`config.mk`:
```
export PLATFORM = sky130hd
export DESIGN_NAME = torpedo_pool_ctrl_flat
export DESIGN_NICKNAME = d
export VERILOG_FILES = /design/src/rtl/torpedo_pool_if.sv /design/src/rtl/torpedo_pool_ctrl.sv /design/src/flat_wrapper.sv
export SDC_FILE = /design/constraint.sdc
export NUM_CORES = 1
export LEC_CHECK = 0
export BUFFER_PORTS_ARGS = -buffer_cell sky130_fd_sc_hd__buf_2
export CORE_ASPECT_RATIO = 1.5
export CORE_MARGIN = 1.5
export CORE_UTILIZATION = 59
export DETAILED_ROUTE_END_ITERATION = 6
export GPL_ROUTABILITY_DRIVEN = 0
export PLACE_DENSITY = 0.91
export SLEW_MARGIN = 15
export SYNTH_ARGS = -nofsm -noshare
export SYNTH_HDL_FRONTEND = slang
export SYNTH_SLANG_ARGS = --single-unit
```
`constraint.sdc`:
```
create_clock -name clk -period 3.8 [get_ports clk]
set_clock_uncertainty 0.15 [all_clocks]
set_input_delay 0.38 -clock clk [delete_from_list [all_inputs] [get_ports clk]]
set_output_delay 0.38 -clock clk [all_outputs]
set_load 0.02 [all_outputs]
```
`src/rtl/torpedo_pool_if.sv`:
```
// Handshake bundle between the fire/frame logic and the torpedo slot manager.
// master drives requests and frame ticks; slave is torpedo_pool_ctrl.
interface torpedo_pool_if #(
  parameter int T_NUM = 4
);
  localparam int CNT_W = $clog2(T_NUM + 1);

  logic             vsync_pulse;
  logic             fire;
  logic [T_NUM-1:0] hit;
  logic             clear;
  logic [T_NUM-1:0] launch;
  logic [T_NUM-1:0] active;
  logic [CNT_W-1:0] count;
  logic             busy;

  modport master (
    output vsync_pulse, fire, hit, clear,
    input  launch, active, count, busy
  );

  modport slave (
    input  vsync_pulse, fire, hit, clear,
    output launch, active, count, busy
  );
endinterface

```
`src/rtl/torpedo_pool_ctrl.sv`:
```
// Central torpedo slot manager: lowest-free allocation, lifetime expiry, hit release, cooldown.
// Optional macro TORPEDO_AUTOFIRE_EN: fire is level-sensitive (auto-repeat) instead of edge-triggered.
module torpedo_pool_ctrl #(
  parameter int T_NUM    = 4,
  parameter int LIFETIME = 60,
  parameter int COOLDOWN = 8
) (
  input  logic           clk,
  input  logic           resetN,
  torpedo_pool_if.slave  bus
);
  localparam int CNT_W = $clog2(T_NUM + 1);
  localparam int AGE_W = $clog2(LIFETIME + 1);
  localparam int CD_W  = (COOLDOWN > 0) ? $clog2(COOLDOWN + 1) : 1;
  localparam logic [AGE_W-1:0] AGE_LAST = AGE_W'(LIFETIME - 1);
  localparam logic [CD_W-1:0]  CD_INIT  = CD_W'(COOLDOWN);

  logic [T_NUM-1:0] active, active_nxt;
  logic [T_NUM-1:0] launch, launch_nxt;
  logic [AGE_W-1:0] age     [T_NUM];
  logic [AGE_W-1:0] age_nxt [T_NUM];
  logic [CD_W-1:0]  cooldown, cooldown_nxt;
  logic [CNT_W-1:0] count;
  logic             fire_d;
  logic             fire_ok;
  logic             req;

  // One-hot of the lowest clear bit; all-ones input yields zero.
  function automatic logic [T_NUM-1:0] lowest_free(input logic [T_NUM-1:0] act);
    return ~act & (act + T_NUM'(1));
  endfunction

  function automatic logic [CNT_W-1:0] popcount(input logic [T_NUM-1:0] act);
    logic [CNT_W-1:0] c;
    c = '0;
    for (int i = 0; i < T_NUM; i++) c = c + CNT_W'(act[i]);
    return c;
  endfunction

  // fire_d resets high so a button held through reset never fires.
  always_ff @(posedge clk or negedge resetN) begin
    if (!resetN) fire_d <= 1'b1;
    else         fire_d <= bus.fire;
  end

`ifdef TORPEDO_AUTOFIRE_EN
  logic armed;

  // Auto-repeat only after fire has been seen low once since reset.
  always_ff @(posedge clk or negedge resetN) begin
    if (!resetN)      armed <= 1'b0;
    else if (!fire_d) armed <= 1'b1;
  end

  assign fire_ok = bus.fire && (armed || !fire_d);
`else
  assign fire_ok = bus.fire && !fire_d;
`endif

  assign req = fire_ok && (cooldown == '0) && !(&active) && !bus.clear;

  always_comb begin
    launch_nxt   = req ? lowest_free(active) : '0;
    cooldown_nxt = cooldown;
    if (bus.clear)                                cooldown_nxt = '0;
    else if (req)                                 cooldown_nxt = CD_INIT;
    else if (bus.vsync_pulse && cooldown != '0)   cooldown_nxt = cooldown - CD_W'(1);

    for (int i = 0; i < T_NUM; i++) begin
      active_nxt[i] = active[i];
      age_nxt[i]    = age[i];
      if (bus.clear) begin
        active_nxt[i] = 1'b0;
        age_nxt[i]    = '0;
      end else if (launch_nxt[i]) begin
        active_nxt[i] = 1'b1;
        age_nxt[i]    = '0;
      end else if (active[i]) begin
        if (bus.vsync_pulse) begin
          if (age[i] == AGE_LAST) begin
            active_nxt[i] = 1'b0;
            age_nxt[i]    = '0;
          end else begin
            age_nxt[i]    = age[i] + AGE_W'(1);
          end
        end
        if (bus.hit[i]) active_nxt[i] = 1'b0;
      end
    end
  end

  always_ff @(posedge clk or negedge resetN) begin
    if (!resetN) begin
      launch   <= '0;
      active   <= '0;
      count    <= '0;
      cooldown <= '0;
      for (int i = 0; i < T_NUM; i++) age[i] <= '0;
    end else begin
      launch   <= launch_nxt;
      active   <= active_nxt;
      count    <= popcount(active_nxt);
      cooldown <= cooldown_nxt;
      for (int i = 0; i < T_NUM; i++) age[i] <= age_nxt[i];
    end
  end

  assign bus.launch = launch;
  assign bus.active = active;
  assign bus.count  = count;
  assign bus.busy   = (cooldown != '0) || (&active);

endmodule

```
`src/flat_wrapper.sv`:
```
// flat-port wrapper written by rule: the top's interface ports become plain ports
module torpedo_pool_ctrl_flat 
#(
  parameter int T_NUM    = 4,
  parameter int LIFETIME = 60,
  parameter int COOLDOWN = 8
)
  (clk, resetN, bus_vsync_pulse, bus_fire, bus_hit, bus_clear, bus_launch, bus_active, bus_count, bus_busy);
  torpedo_pool_if #(.T_NUM(T_NUM)) bus_i ();
  input  logic clk;
  input  logic resetN;
  input wire logic [$bits(bus_i.vsync_pulse)-1:0] bus_vsync_pulse;
  input wire logic [$bits(bus_i.fire)-1:0] bus_fire;
  input wire logic [$bits(bus_i.hit)-1:0] bus_hit;
  input wire logic [$bits(bus_i.clear)-1:0] bus_clear;
  output wire logic [$bits(bus_i.launch)-1:0] bus_launch;
  output wire logic [$bits(bus_i.active)-1:0] bus_active;
  output wire logic [$bits(bus_i.count)-1:0] bus_count;
  output wire logic [$bits(bus_i.busy)-1:0] bus_busy;
  assign bus_i.vsync_pulse = bus_vsync_pulse;
  assign bus_i.fire = bus_fire;
  assign bus_i.hit = bus_hit;
  assign bus_i.clear = bus_clear;
  assign bus_launch = bus_i.launch;
  assign bus_active = bus_i.active;
  assign bus_count = bus_i.count;
  assign bus_busy = bus_i.busy;
  torpedo_pool_ctrl #(.T_NUM(T_NUM), .LIFETIME(LIFETIME), .COOLDOWN(COOLDOWN)) u_core (.clk(clk), .resetN(resetN), .bus(bus_i));
endmodule
```
==> run metrics <==
Die Ht=78.4 um; Avg WL per Cell=16.5 um; count of cell types in the netlist=43; die area=0.00418 mm^2; largest net degree at the start of global routing=41; Initial Util=61.3%; CTS tree=built; vias in the first global route=1,789; fin worst setup slack=638 ps; most used cell, CP=ha_1; CP required=3830 ps; CP top delay family=adder cells; first-pass GRT wire length=8070 um; antenna fix cells=0; WP buf/inv=1; final count of pins violating max slew=0; number of synthesized flops with an enable pin=0; Critical Path Start Type=flip-flop; Tcrit/Tclk final=83.2%; Lkg Pwr=0.00109 uW; DR DRC count=0; crit path cell chain=inv_1 -> ha_1 -> or3b_1 -> or3_1 -> a21oi_1 -> ha_1 -> fa_1 -> ha_1; cell taking the most area after synthesis=dfrtp_1; total track usage=26.2%; max_cap viols=0; CTS sink cnt=40; CTS H-Tree Depth=2; Synth Warn #=0; Crit Path Category=flip-flop to flip-flop; Worst IR Drop VDD=0.309 mV; final setup fails=0; slowest cell on the critical path=or3b_1; post-synthesis sequential area ratio=44.8%; CP arrival=3190 ps; initial antenna violation count=0; CTS clk-pin slew, worst paths=80 ps; pwr dens=379 mW/mm^2; worst min path class=input pin to asynchronous set/reset pin; register area=0.00100 mm^2; top cells by area, synth=dfrtp_1 44%, a21oi_1 5.1%, ha_1 3.9%, nand2_1 3.2%, nand4_1 2.8%; Detail Placement HPWL=3320 um; TritonCTS Buffers=5; RSZ-0062 raised after global routing=false; Core Footprint=0.00365 mm^2; Port Buf Inserts=20; Die Wd=53.3 um; initial drt markers=61; Post-synth top flop=dfrtp_1; Via density=6.54; Mapped Avg Cell Area=9.73 um^2; root buffer cell=clkbuf_8; share of layout cells above drive strength 1=16.2%; setup TNS=0 ps; P&R area growth vs syn=8.50%; # resized after CTS=0; post-CTS setup buffers=0; syn nets=247; fin nets=263; IO Pins=21; remaining global-route overflow=0; fmax=316 MHz; row cnt=27; Multi-input gate area=0.00112 mm^2; Period minus WS final=3160 ps; Synth top area share=43.6%; Hold Vio Cnt, Final=0; Routed Antenna Nets=0; status=finished clean; critical path peak fanout=9; DR pass1 iterations=4; slew margin rel.=41.3%; Worst Max-Slew Pin Slew=880 ps; Crit. End Element=flip-flop; total number of vias=1,896; peak per-stage delay on the critical path=560 ps; flops & latches, synth=40; Routed WL=4790 um; Mapped Area=0.00224 mm^2; Clock Tree Buf Depth=2; dpl ws=662 ps; hold_buf cts=0; share of flip-flops with an asynchronous set or reset=100%; Clock Latency Late Sink=290 ps; Mapped Cells=230; fillers=311; total power=919 uW
power by group:
group	internal [uW]	switching, uW	total [uW]
Clock	129	145	274
Sequential	441	16.2	457
Combinational	65.3	123	189
Total	635	284	919
layout by cell type (no fill, tap or decap), drive strengths merged, types with 2 or more instances in the layout:
master / netlist / final
o311ai: 5 / 5
nand2b: 5 / 5
a31oi: 2 / 2
and4b: 2 / 2
nand2: 19 / 19
a41oi: 4 / 4
a21oi: 23 / 23
mux2i: 2 / 2
buf: 1 / 21
ha: 7 / 7
or3: 4 / 4
nor2b: 2 / 2
nand4: 10 / 10
nor3b: 3 / 3
or4: 2 / 2
o21a: 2 / 2
and3: 3 / 3
nand3: 12 / 12
clkbuf: 11 / 7
a311oi: 6 / 6
o31ai: 2 / 2
nand3b: 4 / 4
inv: 16 / 16
o211ai: 6 / 6
o41ai: 2 / 2
dfrtp: 39 / 39
and2: 4 / 4
o21ai: 10 / 10
or3b: 6 / 6
nor2: 6 / 6
routing by layer:
metal / vias to the layer above / global-route usage, % / share of wire, %
met2: 37 / 45.1 / 54
met5: - / 0 / 0
li1: 894 / - / -
met4: 0 / 9.23 / 1.6
met1: 957 / 31.2 / 41
met3: 8 / 5.32 / 3.5
Yosys cell counts, drive strengths merged, types with 3 or more instances:
library cell,instances
a21oi,23
dfrtp,39
nand2b,5
o311ai,5
a311oi,6
ha,7
nand3,12
and3,3
nor2,6
nand3b,4
a41oi,4
and2,4
or3,4
o211ai,6
nand2,19
o21ai,10
nand4,10
or3b,6
clkbuf,11
nor3b,3
inv,16
flip-flops by register name, summed over array words and instances (netlist names):
| name | flops |
|---|---|
| u_core.bus.launch | 4 |
| u_core.bus.active | 4 |
| u_core.age | 24 |
| u_core.cooldown | 4 |
| u_core.bus.count | 3 |
| u_core.fire_d | 1 |
cell type report:
type / count / area share [%]
Clock buffer: 7 / 3.14
Clock inverter: 1 / 0.206
Inverter: 16 / 2.47
Multi-Input combinational cell: 162 / 46.2
Sequential cell: 40 / 41.3
Tap cell: 43 / 2.22
Timing Repair Buffer: 21 / 4.43
through the flow:
step | hold slack [ps] | cells | util, % | area (um^2)
final | 46.3 | 290 | 66.5 | 2430
after floorplan | -65.6 | 230 | - | 2240
after CTS | 57.3 | 290 | 66.5 | 2430
after detailed placement | 371 | 282 | 64.3 | 2350
after global placement | 372 | 282 | 64.3 | 2350
after global routing | 58.0 | 290 | 66.5 | 2430
cells by family (layout without fill, tap and decap cells):
| logic type | Yosys count | after routing | share of synthesized area (%) |
|---|---|---|---|
| multiplexers | 2 | 2 | 0.895 |
| AND/OR/NAND/NOR | 85 | 85 | 22.6 |
| AO/OA/AOI/OAI | 66 | 66 | 21.5 |
| adder cells (fa/ha/maj) | 8 | 8 | 4.81 |
| buffers and inverters | 28 | 45 | 5.03 |
| XOR/XNOR | 1 | 1 | 0.392 |
| flip-flops | 40 | 40 | 44.8 |
worst paths after layout:
kind                                    startpoint             endpoint  slack (ps)  cells past startpoint
min in group clk                          bus_fire        u_core.fire_d          60                      1
max in group asynchronous                   resetN        u_core.age[6]        2890                      1
worst max-delay path            u_core.cooldown[0]  u_core.bus.count[1]         640                      8
worst max register to register  u_core.cooldown[0]  u_core.bus.count[1]         640                      8
worst min register to register       u_core.age[5]        u_core.age[5]         410                      1
worst min-delay path                        resetN       u_core.age[17]          50                      1
Power figures use the tool's default switching activity.
